--- src/rtl/lock_input_conditioner.sv ---
// lock_input_conditioner: synchronises and debounces two push-buttons and
// turns accepted presses into a serial bit stream with a one-cycle bit_valid
// strobe. It also counts code digits and drives the downstream active-low clear.
// Optional feature macro: LOCK_COND_TIMEOUT_EN enables the idle timer. When it
// is enabled, an abandoned entry is cleared automatically.
module lock_input_conditioner #(
    parameter int DEBOUNCE_CYCLES = 4,
    parameter int TIMEOUT_CYCLES  = 64,
    parameter int CODE_LEN        = 3,
    parameter int CLR_PULSE       = 2
) (
    input  logic       clk,
    input  logic       clr,
    input  logic       btn0_raw,
    input  logic       btn1_raw,
    output logic       data_in,
    output logic       bit_valid,
    output logic [1:0] digit_count,
    output logic       entry_done,
    output logic       lock_clr_n
);

    localparam int DB_W  = $clog2(DEBOUNCE_CYCLES + 1);
    localparam int CLR_W = $clog2(CLR_PULSE + 1);

    // Reject parameter values the datapath widths cannot represent.
    if (DEBOUNCE_CYCLES < 1 || TIMEOUT_CYCLES < 2 || CODE_LEN < 1 || CODE_LEN > 3 ||
        CLR_PULSE < 1) begin : g_param_err
        $error("lock_input_conditioner: parameter out of range");
    end

    typedef enum logic [1:0] {CLEAR, IDLE, ENTRY, DONE} state_t;

    state_t            state_q, state_d;
    logic [CLR_W-1:0]  clrcnt_q, clrcnt_d;
    logic [1:0]        sync_a_q, sync_b_q;     // bit index = button number
    logic [1:0]        db_q, db_d, db_prev_q;
    logic [DB_W-1:0]   cnt_q [2];
    logic [DB_W-1:0]   cnt_d [2];
    logic              data_q, data_d;
    logic              bv_q, bv_d;
    logic              ed_q, ed_d;
    logic [1:0]        dc_q, dc_d;
    logic [1:0]        rise;
    logic              acc0, acc1, acc;
    logic              timeout;

    // Debounce: db follows the synced level only after DEBOUNCE_CYCLES consecutive mismatches.
    always_comb begin
        for (int i = 0; i < 2; i++) begin
            cnt_d[i] = '0;
            db_d[i]  = db_q[i];
            if (sync_b_q[i] != db_q[i]) begin
                if (cnt_q[i] == DB_W'(DEBOUNCE_CYCLES - 1)) begin
                    db_d[i] = sync_b_q[i];
                end else begin
                    cnt_d[i] = cnt_q[i] + DB_W'(1);
                end
            end
        end
    end

    // Synchroniser, debounce and edge-detect registers for both buttons.
    always_ff @(posedge clk or posedge clr) begin
        if (clr) begin
            sync_a_q  <= '0;
            sync_b_q  <= '0;
            db_q      <= '0;
            db_prev_q <= '0;
            cnt_q[0]  <= '0;
            cnt_q[1]  <= '0;
        end else begin
            sync_a_q  <= {btn1_raw, btn0_raw};
            sync_b_q  <= sync_a_q;
            db_q      <= db_d;
            db_prev_q <= db_q;
            cnt_q[0]  <= cnt_d[0];
            cnt_q[1]  <= cnt_d[1];
        end
    end

    // A press counts only if the other button is fully released (this also
    // drops simultaneous presses, since both db levels are then high).
    assign rise = db_q & ~db_prev_q;
    assign acc0 = rise[0] & ~db_q[1];
    assign acc1 = rise[1] & ~db_q[0];
    assign acc  = acc0 | acc1;

`ifdef LOCK_COND_TIMEOUT_EN
    localparam int TM_W = $clog2(TIMEOUT_CYCLES + 1);
    logic [TM_W-1:0] tmr_q, tmr_d;
    logic            in_entry;

    assign in_entry = (state_q == ENTRY) || (state_q == DONE);
    assign timeout  = in_entry && (tmr_q == TM_W'(TIMEOUT_CYCLES - 1));

    // Idle timer: runs only in ENTRY/DONE, restarts on every accepted press.
    always_comb begin
        tmr_d = '0;
        if (in_entry && !acc) begin
            tmr_d = tmr_q + TM_W'(1);
        end
    end

    // Idle timer register.
    always_ff @(posedge clk or posedge clr) begin
        if (clr) begin
            tmr_q <= '0;
        end else begin
            tmr_q <= tmr_d;
        end
    end
`else
    assign timeout = 1'b0;
`endif

    // Entry FSM: next state, forwarded bit, strobes and digit count.
    always_comb begin
        state_d  = state_q;
        clrcnt_d = '0;
        data_d   = data_q;
        bv_d     = 1'b0;
        ed_d     = 1'b0;
        dc_d     = dc_q;
        case (state_q)
            CLEAR: begin
                dc_d     = 2'd0;
                clrcnt_d = clrcnt_q + CLR_W'(1);
                if (clrcnt_q == CLR_W'(CLR_PULSE - 1)) begin
                    state_d  = IDLE;
                    clrcnt_d = '0;
                end
            end
            IDLE, ENTRY: begin
                if (acc) begin
                    bv_d   = 1'b1;
                    data_d = acc1;
                    dc_d   = (state_q == IDLE) ? 2'd1 : dc_q + 2'd1;
                    if (dc_d == 2'(CODE_LEN)) begin
                        state_d = DONE;
                        ed_d    = 1'b1;
                    end else begin
                        state_d = ENTRY;
                    end
                end else if (timeout) begin
                    state_d = CLEAR;
                    dc_d    = 2'd0;
                end
            end
            DONE: begin
                if (acc || timeout) begin
                    state_d = CLEAR;
                    dc_d    = 2'd0;
                end
            end
            default: state_d = CLEAR;
        endcase
    end

    // FSM state and registered outputs.
    always_ff @(posedge clk or posedge clr) begin
        if (clr) begin
            state_q  <= CLEAR;
            clrcnt_q <= '0;
            data_q   <= 1'b0;
            bv_q     <= 1'b0;
            ed_q     <= 1'b0;
            dc_q     <= 2'd0;
        end else begin
            state_q  <= state_d;
            clrcnt_q <= clrcnt_d;
            data_q   <= data_d;
            bv_q     <= bv_d;
            ed_q     <= ed_d;
            dc_q     <= dc_d;
        end
    end

    assign data_in     = data_q;
    assign bit_valid   = bv_q;
    assign entry_done  = ed_q;
    assign digit_count = dc_q;
    assign lock_clr_n  = (state_q != CLEAR);

endmodule

--- config.mk ---
export PLATFORM = sky130hd
export DESIGN_NAME = lock_input_conditioner
export DESIGN_NICKNAME = d
export VERILOG_FILES = /design/src/rtl/lock_input_conditioner.sv
export SDC_FILE = /design/constraint.sdc
export NUM_CORES = 1
export LEC_CHECK = 0
export CAP_MARGIN = 20
export CORE_ASPECT_RATIO = 0.8
export CORE_UTILIZATION = 31
export DETAILED_ROUTE_END_ITERATION = 6
export GPL_TIMING_DRIVEN = 0
export PLACE_DENSITY_LB_ADDON = 0.2
export REMOVE_ABC_BUFFERS = 1
export SYNTH_ARGS = -nofsm -noshare
export SYNTH_HDL_FRONTEND = slang
export SYNTH_SLANG_ARGS = --single-unit
--- constraint.sdc ---
create_clock -name clk -period 2.3 [get_ports clk]
set_clock_uncertainty 0.15 [all_clocks]
set_input_delay 0.69 -clock clk [delete_from_list [all_inputs] [get_ports clk]]
set_output_delay 0.69 -clock clk [all_outputs]
set_load 0.1 [all_outputs]
==> run_results.csv, run 1 <==
group,metric,value,unit
synthesis,synthCells,75,
sta,relSlewSlack,37.2,%
clocking,hold_buffers,0,
floorplanning,io_pins,10,
setup_path,path_cells,"dlygate4sd2_1",
synthesis,synth_area_leaders,"dfrtp_1 62%, ha_1 6.8%, nor3b_1 3.3%",
setup_path,critPathKind,"flop to output port",
power_and_ir_drop,ir_worst_vdd,0.000374,V
setup_path,cp_max_fo,1,
hold_path,holdPathEnd,"sync_b_q[0]",
synthesis,syn_area,922,µm²
global_route,grt_first_pass_wirelength,2.37,mm
global_route,grt_pass1_vias,499,
sta,worstMarginPinSlew,0.946,ns
placed_design,placed_cells,122,
route,num_vias,559,
global_route,grt_overflow_total,0,
clocking,cts_buffers,3,
sta,hold_violations,0,
setup_path,cpMaxStageDelayCell,"dlygate4sd2_1",
synthesis,synth_most_common_cell,"dfrtp_1",
setup_path,arrival,1.42,ns
floorplanning,fp-row-count,17,
outcome,status,"finished clean",
placed_design,hpwlAfterDp,980,µm
route,drc,0,
layout,antenna-diode-count,0,
setup_path,critPathLaunchType,"flop",
global_route,grt_max_degree,24,
synthesis,ys_seq_elements,23,
synthesis,synth_cell_types,23,
synthesis,synth-main-ff-cell,"dfrtp_1",
floorplanning,dieArea,3200,µm²
layout,instances_no_fill,126,
sta,rsz0062_at_grt,"false",
clocking,clk_pin_slew,0.08,ns
placed_design,place.gp.congestion,0.768,
route,dr.pass1.iters,2,
placed_design,io_buffer_count,9,
layout,num-nets-final,98,
layout,area_growth,19.9,%
layout,final_cell_area,1110,µm²
floorplanning,design.core.area,2790,µm²
layout,drive_gt1_share,11.4,%
setup_path,r2r-end,"state_q[0]",
route,ant_nets,0,
clocking,ctsResizeCount,17,
floorplanning,die_y,50.8,µm
sta,clock.fmax,442,MHz
setup_path,r2r_setup_slack,0.43,ns
clocking,cts_tree,"yes",
clocking,clock_latency,0.26,ns
hold_path,min-delay-start,"sync_a_q[0]",
setup_path,r2r_cells,5,
clocking,htreeDepth,1,
power_and_ir_drop,p_leak,0.513,nW
route,routed_wl,1.37,mm
route,vias_per_cell,4.44,
sta,drv_slew,0,
synthesis,yosysSeqAreaShare,62.4,%
setup_path,crit_path_end_kind,"output port",
floorplanning,start_util,33.1,%
synthesis,synth_edf_count,0,
setup_path,critical_path.top_delay_family,"buffers and inverters",
synthesis,postSynthAreaPerCell,12.3,µm²
setup_path,critical_path.max_stage_delay,0.84,ns
hold_path,min_path_cells,0,
synthesis,yosys_warnings,0,
synthesis,synth-async-reset-ratio,100,%
sta,min_period_over_period,98.4,%
route,routedWlPerCell,10.9,µm
sta,final-setup-viol-count,0,
route,drt_iter0_drc,43,
global_route,antenna_found_initial,0,
clocking,cts_num_sinks,23,
clocking,ctsRootBufferMaster,"clkbuf_8",
floorplanning,die_x,63.0,µm
placed_design,place_area,1060,µm²
global_route,grtUsageTotal,10.2,%
clocking,cts_buffer_depth,2,
job,cap_viol_max_count,0,
setup_path,path_buf_inv,1,
hold_path,hold_path.class,"flop to flop",
setup_path,crit_required,1.46,ns
sta,layout_min_cycle_time,2.26,ns
synthesis,synth_common_cells,"23 x dfrtp_1, 7 x nor2_1, 6 x inv_1, 5 x a21oi_1, 5 x ha_1",
synthesis,yosysTopAreaCellShare,62.4,%
power_and_ir_drop,p_per_area,1410,nW/µm²
setup_path,r2r-start,"state_q[0]",
clocking,postCtsSetupRepairBufs,0,
synthesis,synth.largest_area_cell,"dfrtp_1",
-- placed cells by master (no fill, tap or decap), types with 2 or more instances in the layout --
cell type	count
xnor2_1	2
inv_1	6
nor2b_1	2
a21oi_1	5
clkdlybuf4s50_1	3
mux2_1	2
nor3_1	3
clkbuf_8	3
dfrtp_1	23
nand3_1	3
clkdlybuf4s15_2	3
ha_1	5
nor3b_1	4
nand4_1	2
nor2_1	7
-- per-stage QoR --
stage / hold slack (ns) / total power [mW] / util [%] / setup slack (ns) / TNS, ns
4_1_cts: 0.206 / 1.58 / 39.6 / 0.0217 / 0
6_report: 0.202 / 1.56 / 39.7 / 0.0373 / 0
3_3_place_gp: 0.182 / 1.32 / 38.0 / -0.408 / -0.569
3_5_place_dp: 0.187 / 1.34 / 38.0 / -0.420 / -0.594
5_1_grt: 0.211 / 1.67 / 39.7 / 0.00164 / 0
2_1_floorplan: 0.181 / 1.18 / - / 0.224 / 0
-- power by group --
group          leakage, nW  switching [mW]  internal (mW)
Combinational        0.196           0.468          0.228
Sequential           0.291          0.0918          0.522
Clock               0.0255           0.127          0.121
-- final cells by class --
| class | instances | area [µm²] |
|---|---|---|
| multi-input cells | 46 | 324 |
| well taps | 38 | 47.5 |
| clock inverters | 1 | 5.00 |
| repair buffers | 9 | 90.1 |
| inverters | 6 | 22.5 |
| flip-flops and latches | 23 | 576 |
| clock buffers | 3 | 41.3 |
| fillers | 275 | 1680 |
-- metal layers --
| metal | routed length [µm] | track usage, % |
|---|---|---|
| met3 | 69 | 4.77 |
| met4 | 9 | 4.65 |
| met1 | 686 | 12.7 |
| met2 | 603 | 15.1 |
| met5 | 0 | 0 |
-- how the worst max path moves through the flow --
| stage | from | end | slack, ns | cells past startpoint |
|---|---|---|---|---|
| 4_1_cts | bit_valid | bit_valid | 0.02 | 1 |
| 2_1_floorplan | state_q[0] | lock_clr_n | 0.22 | 3 |
| 6_report | entry_done | entry_done | 0.04 | 1 |
| 3_3_place_gp | state_q[0] | lock_clr_n | -0.41 | 4 |
| 5_1_grt | entry_done | entry_done | 0.002 | 1 |
| 3_5_place_dp | state_q[0] | lock_clr_n | -0.42 | 4 |
-- logic make-up after synthesis --
kind of cell    after synthesis  share of synthesized area [%]
fa+ha+maj                     5                           6.78
simple gates                 27                           17.2
xor+xnor                      2                           1.90
flops                        23                           62.4
compound gates               10                           6.78
buf+inv                       6                           2.44
mux                           2                           2.44
-- sequential cells by signal, summed over array words and instances (netlist names) --
register	count
bit_valid	1
clrcnt_q	2
cnt_q	6
data_in	1
db_prev_q	2
db_q	2
digit_count	2
entry_done	1
state_q	2
sync_a_q	2
sync_b_q	2
-- worst register-to-register path, cell delays in order (launching register included) --
cell and delay (ns):
dfrtp_1 0.41, inv_1 0.08, ha_1 0.40, or2_0 0.27, and4_1 0.20, a311oi_1 0.25
No activity file was read; power rests on OpenSTA's default activity.
==> inputs of run 2 (changes only) <==
- ABC_AREA: default -> 1
- TNS_END_PERCENT: default -> 10
==> run 2 against run 1 <==
Net effect:
- power shrank 1.7%
- final cell count rose by 13%
- highest routed layer unchanged
- critical path type unchanged
- final area down 1.5%
==> run_results.csv, run 2 <==
group,metric,value,unit
setup_path,crit_path_end_kind,"output port",
synthesis,synth_common_cells,"25 x nand2_1, 23 x dfrtp_1, 13 x inv_1, 6 x nor2_1, 5 x ha_1",
setup_path,arrival,1.41,ns
floorplanning,fp-row-count,17,
synthesis,synth_cell_types,15,
route,routedWlPerCell,9.61,µm
job,cap_viol_max_count,0,
global_route,grt_pass1_vias,592,
route,num_vias,607,
setup_path,critical_path.max_stage_delay,0.84,ns
setup_path,r2r-start,"state_q[0]",
global_route,grt_first_pass_wirelength,2.39,mm
power_and_ir_drop,p_sw_share,46.3,%
floorplanning,dieArea,3170,µm²
layout,num-nets-final,114,
power_and_ir_drop,ir_worst_vdd,0.000788,V
floorplanning,design.core.area,2790,µm²
synthesis,syn_area,913,µm²
synthesis,synth_area_leaders,"dfrtp_1 63%, nand2_1 10%, ha_1 6.8%",
placed_design,place_area,1050,µm²
sta,final-setup-viol-count,0,
setup_path,critPathKind,"flop to output port",
sta,rsz0062_at_grt,"false",
power_and_ir_drop,pwr-share-comb,45.8,%
sta,worstMarginPinSlew,0.946,ns
floorplanning,die_x,62.7,µm
layout,largest-register,"cnt_q",
floorplanning,die_y,50.6,µm
sta,layout_min_cycle_time,2.25,ns
setup_path,cp-startpoint,"bit_valid",
layout,area_growth,19.3,%
global_route,antenna_found_initial,0,
placed_design,io_buffer_count,9,
sta,clock.fmax,444,MHz
hold_path,holdPathEnd,"sync_b_q[1]",
sta,hold_violations,0,
synthesis,post_synth_xor_area_fraction,1.92,%
route,met2_length,578,µm
route,met1Wirelength,676,µm
synthesis,ys_seq_elements,23,
synthesis,postSynthAreaPerCell,10.0,µm²
route,dr.pass1.iters,4,
synthesis,synth_top_family_by_area,"simple AND/OR/NAND/NOR gates",
power_and_ir_drop,power.internal,0.823,mW
global_route,grt_overflow_total,0,
route,routed_wl,1.36,mm
synthesis,yosys.area_share.simple,20.1,%
route,drc,0,
clocking,cts_num_sinks,23,
synthesis,yosys_warnings,0,
clocking,ctsRootBufferMaster,"clkbuf_8",
layout,instances_no_fill,142,
global_route,grt_max_degree,24,
sta,relSlewSlack,37.2,%
clocking,cts_buffer_depth,2,
route,drt_iter0_drc,27,
synthesis,synth_mux_area_share,0,%
setup_path,r2r_cells,7,
floorplanning,io_pins,10,
synthesis,synth_most_common_cell,"nand2_1",
power_and_ir_drop,fin_total_pwr,1.53,mW
clocking,cts_buffers,3,
sta,min_period_over_period,98.0,%
synthesis,yosysSeqAreaShare,63.0,%
synthesis,synth-compound-area-share,2.19,%
synthesis,synth.largest_area_cell,"dfrtp_1",
synthesis,synthAdderAreaFrac,6.85,%
route,ant_nets,0,
synthesis,synth_edf_count,0,
placed_design,place_worst_setup_slack,-0.422,ns
power_and_ir_drop,p_leak,0.563,nW
placed_design,placed_cells,138,
power_and_ir_drop,seqPwrFrac,38.5,%
synthesis,synth-main-ff-cell,"dfrtp_1",
clocking,postCtsSetupRepairBufs,0,
sta,setup_ws,0.0452,ns
synthesis,yosysTopAreaCellShare,63.0,%
setup_path,r2r_setup_slack,0.62,ns
layout,antenna-diode-count,0,
setup_path,cpMaxStageDelayCell,"dlygate4sd2_1",
synthesis,synth-async-reset-ratio,100,%
route,routed-wl-met3,88,µm
synthesis,synthCells,91,
layout,final_common_cell,"nand2_1",
floorplanning,start_util,32.8,%
clocking,cts_tree,"yes",
outcome,status,"finished clean",
layout,drive_gt1_share,7.69,%
layout,nFillCells,286,
sta,drv_slew,0,
power_and_ir_drop,clockPowerShare,15.7,%
route,maxUsedRoutingLayer,"met4",
layout,largest_reg_flops,6,
clocking,hold_buffers,0,
route,vias_per_cell,4.27,
hold_path,min-delay-start,"sync_a_q[1]",
global_route,grtUsageTotal,10.2,%
clocking,clock_latency,0.26,ns
setup_path,r2r-end,"state_q[0]",
setup_path,crit_required,1.46,ns
setup_path,critical_path.top_delay_family,"buffers and inverters",
layout,final_cell_mix,"25 x nand2_1, 23 x dfrtp_1, 13 x inv_1, 6 x nor2_1, 5 x ha_1",
hold_path,hold_path.class,"flop to flop",
setup_path,critPathLaunchType,"flop",
setup_path,path_buf_inv,1,
setup_path,path_cells,"dlygate4sd2_1",
layout,final_cell_area,1090,µm²
placed_design,hpwlAfterDp,1.02,mm
clocking,htreeDepth,1,
placed_design,place.gp.congestion,0.776,
clocking,ctsResizeCount,16,
clocking,clk_pin_slew,0.07,ns
power_and_ir_drop,p_per_area,1410,nW/µm²
hold_path,min_path_cells,0,
power_and_ir_drop,p_switching,0.708,mW
setup_path,cp_max_fo,1,
## run 2: changes by cell type after synthesis, sizes merged, moves of 2 or more
cell and change:
o21ai +2, a21oi -5, mux2 -2, inv +7, nor2b -2, nand2 +25
nor3b -4
## run 2: kinds of logic (layout without fill, tap and decap cells)
logic type	count (synthesis)	count (layout)
simple gates	43	43
flops	23	23
buf+inv	14	27
fa+ha+maj	5	5
compound gates	4	4
xor+xnor	2	2
## run 2: metrics by stage
step | util [%] | TNS, ns | hold slack, ns
after floorplan | - | 0 | 0.181
after global placement | 37.7 | -0.563 | 0.181
after detailed placement | 37.7 | -0.574 | 0.186
after CTS | 39.2 | 0 | 0.205
after global routing | 39.1 | 0 | 0.207
final | 39.1 | 0 | 0.198
## run 2: power groups by stage
stage | combinational [mW] | sequential (mW) | clock (mW)
after detailed placement | 0.730 | 0.600 | 0
after global routing | 0.781 | 0.603 | 0.265
after floorplan | 0.385 | 0.774 | 0
final | 0.702 | 0.590 | 0.240
after global placement | 0.713 | 0.594 | 0
after CTS | 0.716 | 0.591 | 0.254
## run 2: worst max path at each step
stage               cells after the start    endpoint
CTS                                     1     data_in
floorplan                               3  lock_clr_n
global route                            1   bit_valid
finish                                  1   bit_valid
detailed placement                      4  lock_clr_n
global placement                        4  lock_clr_n
## run 2: area by class of cell
class | count | area (µm²) | share of cell area, %
multi-input combinational | 54 | 284 | 26.1
sequential | 23 | 576 | 52.8
tap | 38 | 47.5 | 4.36
inverter | 14 | 53.8 | 4.94
clock buffer | 4 | 45.0 | 4.13
timing repair buffer | 9 | 83.8 | 7.69
## run 2: metal layers
layer | vias up | track usage (%)
li1 | 305 | -
met1 | 282 | 12.0
met2 | 16 | 15.2
met3 | 4 | 5.23
met4 | 0 | 5.43
met5 | - | 0
==> inputs of run 3 (changes only) <==
- GPL_ROUTABILITY_DRIVEN: default -> 0
- REMOVE_ABC_BUFFERS: 1 -> default
==> results of run 3 <==
Final layout, timing and power as in run 2 (identical DEF).
